$ cat src/rtl/packetgen_pkg.sv
// Shared definitions for the packet-generator flow scheduler: FSM encoding,
// fixed-point defaults and a helper that turns a line rate into a per-cycle credit.
package packetgen_pkg;

   localparam logic [0:0] SCHED_ARB   = 1'b0;
   localparam logic [0:0] SCHED_OFFER = 1'b1;

   localparam int unsigned FRAC_BITS_DEFAULT = 16;
   localparam int unsigned MIN_FRAME_SIZE    = 64;

   // bytes per cycle in Q.FRAC_BITS_DEFAULT for bw_bps bits/s at freq_hz
   function automatic logic [31:0] calc_inc(input longint unsigned bw_bps,
                                            input longint unsigned freq_hz);
      longint unsigned scaled;
      scaled = (bw_bps << FRAC_BITS_DEFAULT) / (64'd8 * freq_hz);
      return 32'(scaled);
   endfunction

endpackage

$ cat src/rtl/packetgen_rr_arbiter.sv
// Rotating-priority picker: first request at or after ptr, searching cyclically.
module packetgen_rr_arbiter #(
   parameter int unsigned N  = 4,
   parameter int unsigned IW = 2
) (
   input  logic [N-1:0]  req,
   input  logic [IW-1:0] ptr,
   output logic [N-1:0]  grant_c,
   output logic [IW-1:0] idx_c,
   output logic          any_req_c
);

   logic [IW:0]   pos;
   logic [IW-1:0] cand;

   always_comb begin
      grant_c   = '0;
      idx_c     = '0;
      any_req_c = 1'b0;
      pos       = '0;
      cand      = '0;
      for (int unsigned k = 0; k < N; k++) begin
         pos = {1'b0, ptr} + (IW+1)'(k);
         if (pos >= (IW+1)'(N)) pos = pos - (IW+1)'(N);
         cand = IW'(pos);
         if (!any_req_c && req[cand]) begin
            any_req_c     = 1'b1;
            grant_c[cand] = 1'b1;
            idx_c         = cand;
         end
      end
   end

endmodule

$ cat src/rtl/packetgen_flow_scheduler.sv
// Per-flow token-bucket scheduler issuing round-robin grants over valid/ready.
// Optional per-flow grant counters on stat_grants when PACKETGEN_SCHED_STATS_EN is defined.
module packetgen_flow_scheduler
   import packetgen_pkg::*;
#(
   parameter int unsigned N_FLOWS      = 4,
   parameter int unsigned SIZE_WIDTH   = 11,
   parameter int unsigned INC_WIDTH    = 32,
   parameter int unsigned FRAC_BITS    = FRAC_BITS_DEFAULT,
   parameter int unsigned CREDIT_WIDTH = 32,
   parameter int unsigned BURST_PKTS   = 2
) (
   input  logic                                           clk,
   input  logic                                           rst,
   input  logic [N_FLOWS-1:0]                             cfg_enable,
   input  logic [N_FLOWS*INC_WIDTH-1:0]                   cfg_inc,
   input  logic [N_FLOWS*SIZE_WIDTH-1:0]                  cfg_size,
   output logic                                           sched_valid,
   input  logic                                           sched_ready,
`ifdef PACKETGEN_SCHED_STATS_EN
   output logic [N_FLOWS*32-1:0]                          stat_grants,
`endif
   output logic [((N_FLOWS > 1) ? $clog2(N_FLOWS) : 1)-1:0] sched_flow,
   output logic [SIZE_WIDTH-1:0]                          sched_size
);

   localparam int unsigned FLOW_W = (N_FLOWS > 1) ? $clog2(N_FLOWS) : 1;
   // one bit of headroom so add/subtract never wrap before clamping
   localparam int unsigned SUM_W  = ((CREDIT_WIDTH > INC_WIDTH) ? CREDIT_WIDTH : INC_WIDTH) + 1;

   logic [0:0]              state_q, state_d;
   logic [FLOW_W-1:0]       rr_q, rr_d;
   logic                    valid_d;
   logic [FLOW_W-1:0]       flow_d;
   logic [SIZE_WIDTH-1:0]   size_d;
   logic [CREDIT_WIDTH-1:0] credit_q [N_FLOWS];
   logic [CREDIT_WIDTH-1:0] credit_d [N_FLOWS];
   logic [N_FLOWS-1:0]      elig_q, elig_d, take;
   logic                    handshake;
   logic [N_FLOWS-1:0]      arb_grant_c;
   logic [FLOW_W-1:0]       arb_idx_c;
   logic                    arb_any_c;
   logic [SIZE_WIDTH-1:0]   pick_size_c;

   assign handshake = sched_valid & sched_ready;

   // Credit accounting; the flow being taken is masked from eligibility for one cycle
   // because its registered credit does not yet reflect the debit.
   for (genvar i = 0; i < int'(N_FLOWS); i++) begin : g_flow
      logic [SUM_W-1:0] thr, cap, sum, debit, net;
      assign take[i]     = handshake & (sched_flow == FLOW_W'(i));
      assign thr         = SUM_W'(cfg_size[i*SIZE_WIDTH +: SIZE_WIDTH]) << FRAC_BITS;
      assign cap         = SUM_W'(BURST_PKTS) * thr;
      assign sum         = SUM_W'(credit_q[i]) + SUM_W'(cfg_inc[i*INC_WIDTH +: INC_WIDTH]);
      assign debit       = take[i] ? (SUM_W'(sched_size) << FRAC_BITS) : '0;
      assign net         = (sum > debit) ? (sum - debit) : '0;
      assign credit_d[i] = !cfg_enable[i] ? '0 :
                           (net > cap)    ? CREDIT_WIDTH'(cap) : CREDIT_WIDTH'(net);
      assign elig_d[i]   = cfg_enable[i] & (SUM_W'(credit_q[i]) >= thr) & ~take[i];
   end

   packetgen_rr_arbiter #(
      .N  (N_FLOWS),
      .IW (FLOW_W)
   ) u_arb (
      .req       (elig_q),
      .ptr       (rr_q),
      .grant_c   (arb_grant_c),
      .idx_c     (arb_idx_c),
      .any_req_c (arb_any_c)
   );

   always_comb begin
      pick_size_c = '0;
      for (int i = 0; i < int'(N_FLOWS); i++) begin
         if (arb_grant_c[i]) pick_size_c = pick_size_c | cfg_size[i*SIZE_WIDTH +: SIZE_WIDTH];
      end
   end

   // Next-state and next-output logic
   always_comb begin
      state_d = state_q;
      rr_d    = rr_q;
      valid_d = sched_valid;
      flow_d  = sched_flow;
      size_d  = sched_size;
      case (state_q)
         SCHED_ARB: begin
            if (arb_any_c) begin
               state_d = SCHED_OFFER;
               valid_d = 1'b1;
               flow_d  = arb_idx_c;
               size_d  = pick_size_c;
            end
         end
         SCHED_OFFER: begin
            if (sched_ready) begin
               state_d = SCHED_ARB;
               valid_d = 1'b0;
               rr_d    = (sched_flow == FLOW_W'(N_FLOWS - 1)) ? '0
                                                              : FLOW_W'(sched_flow + FLOW_W'(1));
            end
         end
         default: state_d = SCHED_ARB;
      endcase
   end

   always_ff @(posedge clk) begin
      if (rst) begin
         state_q     <= SCHED_ARB;
         rr_q        <= '0;
         elig_q      <= '0;
         sched_valid <= 1'b0;
         sched_flow  <= '0;
         sched_size  <= '0;
      end else begin
         state_q     <= state_d;
         rr_q        <= rr_d;
         elig_q      <= elig_d;
         sched_valid <= valid_d;
         sched_flow  <= flow_d;
         sched_size  <= size_d;
      end
   end

   always_ff @(posedge clk) begin
      for (int i = 0; i < int'(N_FLOWS); i++) begin
         credit_q[i] <= rst ? '0 : credit_d[i];
      end
   end

`ifdef PACKETGEN_SCHED_STATS_EN
   logic [31:0] grant_cnt_q [N_FLOWS];

   always_ff @(posedge clk) begin
      for (int i = 0; i < int'(N_FLOWS); i++) begin
         if (rst)          grant_cnt_q[i] <= '0;
         else if (take[i]) grant_cnt_q[i] <= grant_cnt_q[i] + 32'd1;
      end
   end

   for (genvar i = 0; i < int'(N_FLOWS); i++) begin : g_stat
      assign stat_grants[i*32 +: 32] = grant_cnt_q[i];
   end
`endif

endmodule

$ cat config.mk
export PLATFORM = sky130hd
export DESIGN_NAME = packetgen_flow_scheduler
export DESIGN_NICKNAME = d
export VERILOG_FILES = /design/src/rtl/packetgen_pkg.sv /design/src/rtl/packetgen_rr_arbiter.sv /design/src/rtl/packetgen_flow_scheduler.sv
export SDC_FILE = /design/constraint.sdc
export NUM_CORES = 1
export LEC_CHECK = 0
export CORE_MARGIN = 2
export CORE_UTILIZATION = 50
export DETAILED_ROUTE_END_ITERATION = 10
export HOLD_SLACK_MARGIN = 0.08
export PLACE_DENSITY_LB_ADDON = 0.15
export SYNTH_ARGS = -nofsm -noshare
export SYNTH_HDL_FRONTEND = slang
export SYNTH_SLANG_ARGS = --single-unit
$ cat constraint.sdc
create_clock -name clk -period 19.1 [get_ports clk]
set_clock_uncertainty 0.2 [all_clocks]
set_input_delay 3.82 -clock clk [delete_from_list [all_inputs] [get_ports clk]]
set_output_delay 3.82 -clock clk [all_outputs]
set_load 0.01 [all_outputs]
==> out/metrics.csv <==
metric,value,unit
status,completed,
cp_max_fo,13,
rsz0062_at_grt,false,
drtIter0Drc,1223,
cts_num_sinks,149,
dr.pass1.iters,5,
dieHeight,195,um
comb_power_share,0.508,
grt_max_degree,29,
synth-edff-count,0,
cts_hold_buffers,0,
syn_inst,2398,
fin_area,21100,um2
internal_power,0.893,mW
vias,18765,
synth_fa_ha_area_frac,0.196,
drive_above_1_share,0.0402,
postCtsSetupBuffers,0,
grt_use_total,0.295,
grt_pass1_vias,17825,
drt_wl_total,57400,um
layout_common_cells,"ha_1, nor2_1, nand2_1",
hold_path.class,register to register,
final_common_cell,ha_1,
synth_compound_area_frac,0.281,
tns,0,ns
ys_seq_area_frac,0.164,
crit_slowest_cell,a221oi_1,
drv_slew,0,
fmaxAchievable,0.0800,GHz
cpLargestDelayFamily,compound AO/OA/AOI/OAI gates,
whs,0.361,ns
portBuffers,192,
htree_levels,4,
clock_latency,0.46,ns
relSlewSlack,0.118,
num-fill-cells,3381,
syn_area_per_cell,7.60,um2
fin_cells,3029,
clk_pin_slew,0.07,ns
cp-end-kind,register,
placedCellCount,2994,
clk_path_buf_depth,2,
die_w,195,um
ir_drop,0.0829,mV
cts_tree,built,
cts_made_buffers,17,
synthTopCellsByArea,"ha_1, dfxtp_1, a21oi_1",
setup_viol,0,
synth_top_family_by_area,compound AO/OA/AOI/OAI gates,
layout_min_cycle_time,12.51,ns
antenna_left,0,
dieArea,38000,um2
p_per_area,74.0,nW/um2
yosys.area.top_type,ha_1,
netlist_area,18200,um2
worst_pin_slew,1.31,ns
yosys.area_share.simple,0.241,
ys_warn_count,0,
synthDominantCellAreaShare,0.187,
root_buffer,clkbuf_16,
place_congestion,0.949,
yosys_most_used_dff,dfxtp_1,
path_buf_inv,1,
maxCapViolCount,0,
area_delta_synth_final,15.9,%
muxShareOfSynthArea,0.0159,
dpl.hpwl,46500,um
fin_nets,3011,
power.clock.fraction,0.245,
required,19.29,ns
power.switching,0.669,mW
remaining_drc_errors,0,
core_region_area,35700,um2
critical_path_class,input pin to register,
io_pins,193,
grt.overflow.total,0,
ys_seq_elements,149,
power.leakage,9.19,nW
seq_power_share,0.247,
synth_cell_types,99,
antenna_found_initial,3,
viasPerCell,6.20,
max_stage_delay,1.08,ns
hold_viol,0,
wl_per_cell,18.9,um
cts_resized,0,
worst_setup_path_start_kind,input pin,
grt_pass1_wl,91100,um
fp-row-count,69,
async_reset_ff_frac,0,
start_util,0.510,
p_sw_frac,0.428,
critPathArrivalTime,12.70,ns
finalCritPeriodShare,0.655,
post_dp_cell_area,20500,um2
crit_path_frequent_cell,o21ai_0,
synthXorXnorAreaFrac,0.0582,
flip-flops by register name, summed over array words and instances, names as in the netlist:
name,count
rr_q,2
sched_size,11
sched_valid,1
state_q,1
sched_flow,2
credit_q,128
elig_q,4
power by group through the flow:
stage                     Sequential (mW)  Clock [mW]  Combinational, mW
after CTS                           0.385       0.385              0.783
after global placement              0.393           0              0.760
after global routing                0.388       0.397              0.882
after floorplan                     0.365           0              0.564
final                               0.386       0.382              0.794
after detailed placement            0.393           0              0.776
path summary, 6_finish.rpt:
path	from	endpoint	slack [ns]	depth (start not counted)
setup / recovery	cfg_inc[7]	credit_q[0][21]	6.59	35
hold reg to reg	state_q	rr_q[1]	0.36	2
setup reg to reg	credit_q[0][8]	credit_q[0][21]	10.07	34
hold / removal	state_q	rr_q[1]	0.36	2
stage by stage:
step | total power [mW] | setup WS [ns] | utilization
floorplan | 0.929 | 8.56 | -
global route | 1.67 | 5.80 | 0.591
global placement | 1.15 | 6.39 | 0.573
detailed placement | 1.17 | 6.25 | 0.573
CTS | 1.55 | 6.67 | 0.590
finish | 1.56 | 6.59 | 0.591
routing by layer:
metal / track usage / part of all wire / up-vias
li1: - / - / 9232
met1: 0.395 / 0.45 / 8754
met2: 0.479 / 0.45 / 676
met3: 0.0463 / 0.066 / 103
met4: 0.108 / 0.033 / 0
met5: 0 / 0 / -
tightest hold or removal path, cell delays in order, from the launching register on:
cell and delay [ns]:
dfxtp_1 0.36, nand3_1 0.10, a21oi_1 0.05
synth_stat cells (12+ instances only):
cell type / count
inv_1: 124
nor3_1: 49
xnor2_1: 78
or2_2: 14
and2_1: 32
a311oi_1: 17
or4_1: 15
and3_1: 23
buf_2: 19
nand2_1: 216
clkbuf_1: 54
o21ai_1: 13
nor4_1: 33
mux2i_1: 20
o21bai_1: 19
nand3_1: 68
nor2_1: 222
a211oi_1: 22
a21oi_1: 187
nand2b_1: 35
a22oi_1: 17
nand4b_1: 15
a21o_1: 65
o21ai_0: 130
dfxtp_1: 149
a2bb2oi_1: 12
nor2b_1: 36
a31oi_1: 24
o211ai_1: 27
xor2_1: 43
o21a_1: 46
ha_1: 272
or3_1: 17
o31ai_1: 12
nand4_1: 41
final cells by class:
class / instances / area, um2 / area share
multi-input combinational: 2062 / 14500 / 0.686
sequential: 149 / 2980 / 0.141
timing repair buffer: 198 / 1970 / 0.0932
clock inverter: 15 / 205 / 0.00972
inverter: 124 / 465 / 0.0220
clock buffer: 17 / 425 / 0.0201
antenna: 3 / 7.51 / 0.000356
tap: 461 / 577 / 0.0273
logic make-up (layout without fill, tap and decap cells):
family / count (synthesis) / in the layout
other cells: 1 / 19
fa+ha+maj: 280 / 280
simple gates: 872 / 872
flops: 149 / 149
mux: 26 / 26
buf+inv: 202 / 354
xor+xnor: 121 / 121
compound gates: 747 / 747
Power figures use the tool's default switching activity.
